`src/rtl/fp_mul_seq.sv`:
```
// Sequential floating-point multiplier: radix-2 shift-add mantissa product, RNE rounding, flush-to-zero.
// One operation in flight; special operands bypass the multiply and finish in the cycle after accept.
module fp_mul_seq #(
  parameter int EXP_W = 8,
  parameter int MAN_W = 23
) (
  input  logic                       clk,
  input  logic                       reset,
  input  logic                       in_valid,
  output logic                       in_ready,
  input  logic [EXP_W+MAN_W:0]       dataa,
  input  logic [EXP_W+MAN_W:0]       datab,
  output logic                       out_valid,
  input  logic                       out_ready,
  output logic [EXP_W+MAN_W:0]       result,
  output logic [3:0]                 flags
);
  localparam int M    = MAN_W + 1;
  localparam int AW   = 2 * M;
  localparam int EW   = EXP_W + 2;
  localparam int CW   = $clog2(M + 1);
  localparam int BIAS = (1 << (EXP_W - 1)) - 1;
  localparam logic signed [EW-1:0] EXP_MAX = EW'((1 << EXP_W) - 1);

  typedef enum logic [2:0] {IDLE, MUL, NORM, RND, DONE} state_t;
  state_t state, state_nxt;

  logic [AW-1:0]          acc;
  logic [M-1:0]           mcand;
  logic [CW-1:0]          cnt;
  logic signed [EW-1:0]   exp_r;
  logic                   sign_r;
  logic [MAN_W-1:0]       man_r;
  logic                   grd, stk;

  // operand decode
  logic                   sa, sb;
  logic [EXP_W-1:0]       ea, eb;
  logic [MAN_W-1:0]       fa, fb;
  logic                   a_zero, b_zero, a_inf, b_inf, a_nan, b_nan, special;
  logic [EXP_W+MAN_W:0]   spec_res;
  logic [3:0]             spec_flags;
  logic signed [EW-1:0]   e_sum;

  assign {sa, ea, fa} = dataa;
  assign {sb, eb, fb} = datab;
  assign a_zero  = (ea == '0);
  assign b_zero  = (eb == '0);
  assign a_nan   = (&ea) && (|fa);
  assign b_nan   = (&eb) && (|fb);
  assign a_inf   = (&ea) && !(|fa);
  assign b_inf   = (&eb) && !(|fb);
  assign special = a_zero || b_zero || a_inf || b_inf || a_nan || b_nan;
  assign e_sum   = EW'(ea) + EW'(eb) - EW'(BIAS);

  always_comb begin
    spec_res   = {sa ^ sb, {(EXP_W+MAN_W){1'b0}}};
    spec_flags = 4'b0000;
    if (a_nan || b_nan) begin
      spec_res = {1'b0, {EXP_W{1'b1}}, 1'b1, {(MAN_W-1){1'b0}}};
    end else if ((a_inf && b_zero) || (a_zero && b_inf)) begin
      spec_res   = {1'b0, {EXP_W{1'b1}}, 1'b1, {(MAN_W-1){1'b0}}};
      spec_flags = 4'b1000;
    end else if (a_inf || b_inf) begin
      spec_res = {sa ^ sb, {EXP_W{1'b1}}, {MAN_W{1'b0}}};
    end
  end

  // one multiplier bit per cycle: multiplier sits in acc low half and shifts out
  logic [M:0] step_sum;
  assign step_sum = {1'b0, acc[AW-1:M]} + (acc[0] ? {1'b0, mcand} : {(M+1){1'b0}});

  logic [MAN_W-1:0]     n_man;
  logic                 n_g, n_s;
  logic signed [EW-1:0] n_exp;
  always_comb begin
    n_man = acc[AW-3 -: MAN_W];
    n_g   = acc[MAN_W-1];
    n_s   = |acc[MAN_W-2:0];
    n_exp = exp_r;
    if (acc[AW-1]) begin
      n_man = acc[AW-2 -: MAN_W];
      n_g   = acc[MAN_W];
      n_s   = |acc[MAN_W-1:0];
      n_exp = exp_r + EW'(1);
    end
  end

  logic                 r_inc, r_carry;
  logic [MAN_W-1:0]     r_man;
  logic signed [EW-1:0] r_exp;
  logic [EXP_W+MAN_W:0] r_res;
  logic [3:0]           r_flags;
  always_comb begin
    r_inc            = grd && (stk || man_r[0]);
    {r_carry, r_man} = {1'b0, man_r} + {{MAN_W{1'b0}}, r_inc};
    r_exp            = r_carry ? exp_r + EW'(1) : exp_r;
    r_res            = {sign_r, r_exp[EXP_W-1:0], r_man};
    r_flags          = {3'b000, grd || stk};
    if (r_exp >= EXP_MAX) begin
      r_res   = {sign_r, {EXP_W{1'b1}}, {MAN_W{1'b0}}};
      r_flags = 4'b0101;
    end else if (r_exp[EW-1] || (r_exp == '0)) begin
      r_res   = {sign_r, {(EXP_W+MAN_W){1'b0}}};
      r_flags = 4'b0011;
    end
  end

  always_ff @(posedge clk) begin
    if (reset) state <= IDLE;
    else       state <= state_nxt;
  end

  always_comb begin
    state_nxt = state;
    case (state)
      IDLE:    if (in_valid) state_nxt = special ? DONE : MUL;
      MUL:     if (cnt == CW'(M - 1)) state_nxt = NORM;
      NORM:    state_nxt = RND;
      RND:     state_nxt = DONE;
      DONE:    if (out_ready) state_nxt = IDLE;
      default: state_nxt = IDLE;
    endcase
  end

  assign in_ready  = (state == IDLE);
  assign out_valid = (state == DONE);

  always_ff @(posedge clk) begin
    if (reset) begin
      acc    <= '0;
      mcand  <= '0;
      cnt    <= '0;
      exp_r  <= '0;
      sign_r <= 1'b0;
      man_r  <= '0;
      grd    <= 1'b0;
      stk    <= 1'b0;
      result <= '0;
      flags  <= '0;
    end else begin
      case (state)
        IDLE: if (in_valid) begin
          sign_r <= sa ^ sb;
          exp_r  <= e_sum;
          mcand  <= {1'b1, fa};
          acc    <= {{M{1'b0}}, 1'b1, fb};
          cnt    <= '0;
          if (special) begin
            result <= spec_res;
            flags  <= spec_flags;
          end
        end
        MUL: begin
          acc <= {step_sum, acc[M-1:1]};
          cnt <= cnt + CW'(1);
        end
        NORM: begin
          man_r <= n_man;
          grd   <= n_g;
          stk   <= n_s;
          exp_r <= n_exp;
        end
        RND: begin
          result <= r_res;
          flags  <= r_flags;
        end
        default: ;
      endcase
    end
  end
endmodule

```
`config.mk`:
```
export PLATFORM = sky130hd
export DESIGN_NAME = fp_mul_seq
export DESIGN_NICKNAME = d
export VERILOG_FILES = /design/src/rtl/fp_mul_seq.sv
export SDC_FILE = /design/constraint.sdc
export NUM_CORES = 1
export LEC_CHECK = 0
export CAP_MARGIN = 20
export CORE_MARGIN = 3
export CORE_UTILIZATION = 43
export CTS_CLUSTER_SIZE = 28
export DETAILED_ROUTE_END_ITERATION = 8
export PLACE_DENSITY = 0.67
export SYNTH_ARGS = -nofsm -noshare
export SYNTH_HDL_FRONTEND = slang
export SYNTH_SLANG_ARGS = --single-unit
export TNS_END_PERCENT = 50
```
`constraint.sdc`:
```
create_clock -name clk -period 3 [get_ports clk]
set_input_delay 0.6 -clock clk [delete_from_list [all_inputs] [get_ports clk]]
set_output_delay 0.6 -clock clk [all_outputs]
set_load 0.01 [all_outputs]
```
==> impl_metrics.csv <==
group,metric,value,unit
cells_and_area,area_delta_synth_final,26.9,%
grt,grt_pass1_wl,36400,um
yosys,ys_types,66,
clock_tree,insertion_delay,0.43,ns
sta,setup_tns,0,ns
flow_run,max_cap_viol_count,0,
grt,antenna_found_initial,0,
clock_tree,cts_max_level,4,
worst_setup_path,ff2ff_setup_slack,0.17,ns
placement,dp_hpwl,16200,um
placement,port_buffers,105,
cells_and_area,final_common_cell,"nand2_1",
cells_and_area,layout_common_cells,"172 x nand2_1, 151 x dfxtp_1, 108 x nor2_1",
sta,setup_viol,0,
clock_tree,cts_buffers,17,
worst_setup_path,crit_arrival,3.15,ns
worst_setup_path,worstPathRequired,3.31,ns
min_path,whs_path_depth,2,
die,die_area,22000,sq um
yosys,synth.yosys.seq_area_share,35.0,%
pwr,power_density,709,nW/um^2
pwr,p_leak,4.16,nW
die,pin_count,106,
worst_setup_path,crit_chain,"buf_12 -> and2_1 -> ha_1 -> and2_1 -> a221oi_1 -> buf_4 -> a21oi_1 -> o31a_1 -> a31oi_1 -> o21ai_0 -> xor2_1 -> a22o_1",
cells_and_area,num-fill-cells,1905,
worst_setup_path,path_common_cell,"and2_1",
sta,fin_crit_sh,94.4,%
grt,track_usage,20.0,%
grt,grt_max_degree,115,
yosys,async_flop_share,0,%
die,fp.dieH,148,um
routing,drt-total-wl,22000,um
die,rows,51,
sta,fmax,353,MHz
cells_and_area,drive_above_1_share,10.5,%
routing,drc,0,
routing,antenna_left,0,
yosys,syn_area,8700,sq um
worst_setup_path,critPathMaxStageDelay,0.35,ns
sta,max-slew-margin-rel,54.8,%
pwr,vdd_drop_max,0.366,mV
min_path,worstHoldStart,"reset",
routing,dr_total_vias,8138,
sta,tightest_slew,0.677,ns
worst_setup_path,setup.worst_path.start_class,"register",
yosys,synth-edff-count,0,
yosys,yosys_most_used_dff,"dfxtp_1",
yosys,syn_avg_cell_area,7.86,sq um
cells_and_area,antenna_cells,0,
routing,dr.first_iter.drc_count,617,
die,core,19700,sq um
clock_tree,clock-sinks,152,
routing,via_per_inst,5.41,
run_status,status,"finished, final reports clean",
min_path,hold_class,"primary input to register",
placement,post_dp_cell_area,10300,sq um
die,die_w,148,um
clock_tree,path_clk_slew,0.07,ns
clock_tree,max-clock-path-buffers,2,
worst_setup_path,reg2reg_to,"acc[44]$_SDFFE_PP0P_",
worst_setup_path,reg2reg_depth,12,
worst_setup_path,path_class,"register to register",
min_path,holdPathEnd,"flags[2]$_SDFFE_PP0P_",
worst_setup_path,cp-end-kind,"register",
worst_setup_path,r2r_start,"acc[0]$_SDFFE_PP0P_",
sta,fin_skew,0.00934,ns
sta,hold_violations,0,
yosys,yosys_warnings,0,
yosys,ys_ff_latch,152,
worst_setup_path,critical_path.slowest_cell,"dfxtp_2",
cells_and_area,design_area,11000,sq um
grt,overflow,0,
worst_setup_path,crit_fanout,14,
clock_tree,cts_tree,"yes",
routing,avgRoutedWirePerCell,14.6,um
routing,dr.pass1.iters,5,
sta,maxSlewViolCount,0,
grt,grt_pass1_vias,7325,
placement,gp_congestion,0.899,
cells_and_area,nNetsFinal,1339,
die,start_util,44.2,%
clock_tree,cts_hold_buf,0,
yosys,syn_nets,1219,
clock_tree,cts_root_buf,"clkbuf_16",
yosys,syn_inst,1106,
sta,period_minus_slack,2.83,ns
-- per-layer routing --
layer	global-route usage, %	up-vias	wire length, um	part of all wire [%]
met5	0	-	0	0
met4	4.43	0	181	0.82
met3	3.63	12	1110	5.1
met2	29.9	195	9310	42
met1	29.9	3716	11400	52
li1	-	4215	-	-
-- flip-flops by register name (all words and copies together) (netlist names) --
signal / cells
acc: 48
result: 32
mcand: 24
man_r: 23
exp_r: 10
cnt: 5
flags: 4
state: 3
grd: 1
sign_r: 1
stk: 1
-- worst max-delay path, delay by kind of cell (launching register included) --
family / cells / cell delay (ns)
compound gates: 6 / 1.21
flops: 1 / 0.35
simple gates: 2 / 0.35
buf+inv: 2 / 0.32
fa+ha+maj: 1 / 0.32
xor+xnor: 1 / 0.16
-- report_power, final --
part | switching (W) | internal (W)
sequential | 0.000405 | 0.00244
combinational | 0.00161 | 0.00109
clock | 0.000937 | 0.00135
-- metrics by stage --
step	setup slack, ns	hold WS [ns]	total power (W)	instances	utilization [%]
floorplan	0.129	0.432	0.00463	1106	-
global placement	-0.188	0.434	0.00549	1467	52.6
detailed placement	-0.275	0.437	0.00554	1467	52.6
CTS	0.0447	0.413	0.00784	1499	55.7
global route	-0.000712	0.440	0.00836	1504	56.1
finish	0.169	0.429	0.00783	1504	56.1
-- Yosys cell counts (8+ instances only) --
cell / count / area [sq um]
a211oi_1: 29 / 218
a21o_1: 15 / 113
a21oi_1: 81 / 405
a221o_1: 8 / 80.1
a311oi_1: 27 / 236
a31oi_1: 10 / 62.6
and2_1: 29 / 181
buf_1: 11 / 41.3
clkbuf_1: 59 / 221
dfxtp_1: 152 / 3040
ha_1: 43 / 538
inv_1: 26 / 97.6
mux2i_1: 25 / 250
nand2_1: 173 / 649
nand3_1: 38 / 190
nand4_1: 19 / 119
nor2_1: 110 / 413
nor3_1: 23 / 115
nor3b_1: 8 / 60.1
nor4_1: 21 / 131
o21ai_0: 23 / 115
o21ai_1: 24 / 120
xnor2_1: 36 / 315
xor2_1: 18 / 158
-- cells by family after synthesis --
| logic type | Yosys count | synth area share, % |
|---|---|---|
| AO/OA/AOI/OAI | 266 | 20.6 |
| AND/OR/NAND/NOR | 464 | 25.0 |
| adder cells (fa/ha/maj) | 45 | 6.65 |
| XOR/XNOR | 54 | 5.44 |
| multiplexers | 26 | 3.01 |
| flip-flops | 152 | 35.0 |
| buffers and inverters | 99 | 4.32 |
-- cell type report --
cell class	count	area, sq um	share of cell area [%]
timing repair buffer	174	1600	14.5
clock buffer	17	425	3.85
tap	265	332	3.00
sequential	152	3040	27.6
clock inverter	15	201	1.83
multi-input combinational	855	5330	48.3
inverter	26	97.6	0.884
-- worst max path at each step --
stage	start	endpoint	slack, ns	cells past startpoint
after global placement	datab[24]	exp_r[9]$_SDFFE_PP0P_	-0.19	12
after floorplan	acc[0]$_SDFFE_PP0P_	acc[45]$_SDFFE_PP0P_	0.13	13
after detailed placement	datab[24]	exp_r[9]$_SDFFE_PP0P_	-0.28	12
after CTS	exp_r[0]$_SDFFE_PP0P_	result[21]$_SDFFE_PP0P_	0.04	9
after global routing	grd$_SDFFE_PP0P_	result[22]$_SDFFE_PP0P_	-0.0007	11
final	acc[0]$_SDFFE_PP0P_	acc[44]$_SDFFE_PP0P_	0.17	12
-- what timing repair did --
action                     in CTS  in global routing
resized for setup               0                 11
setup endpoints to repair       0                 37
setup buffers                   0                  5
Power figures use the tool's default switching activity.
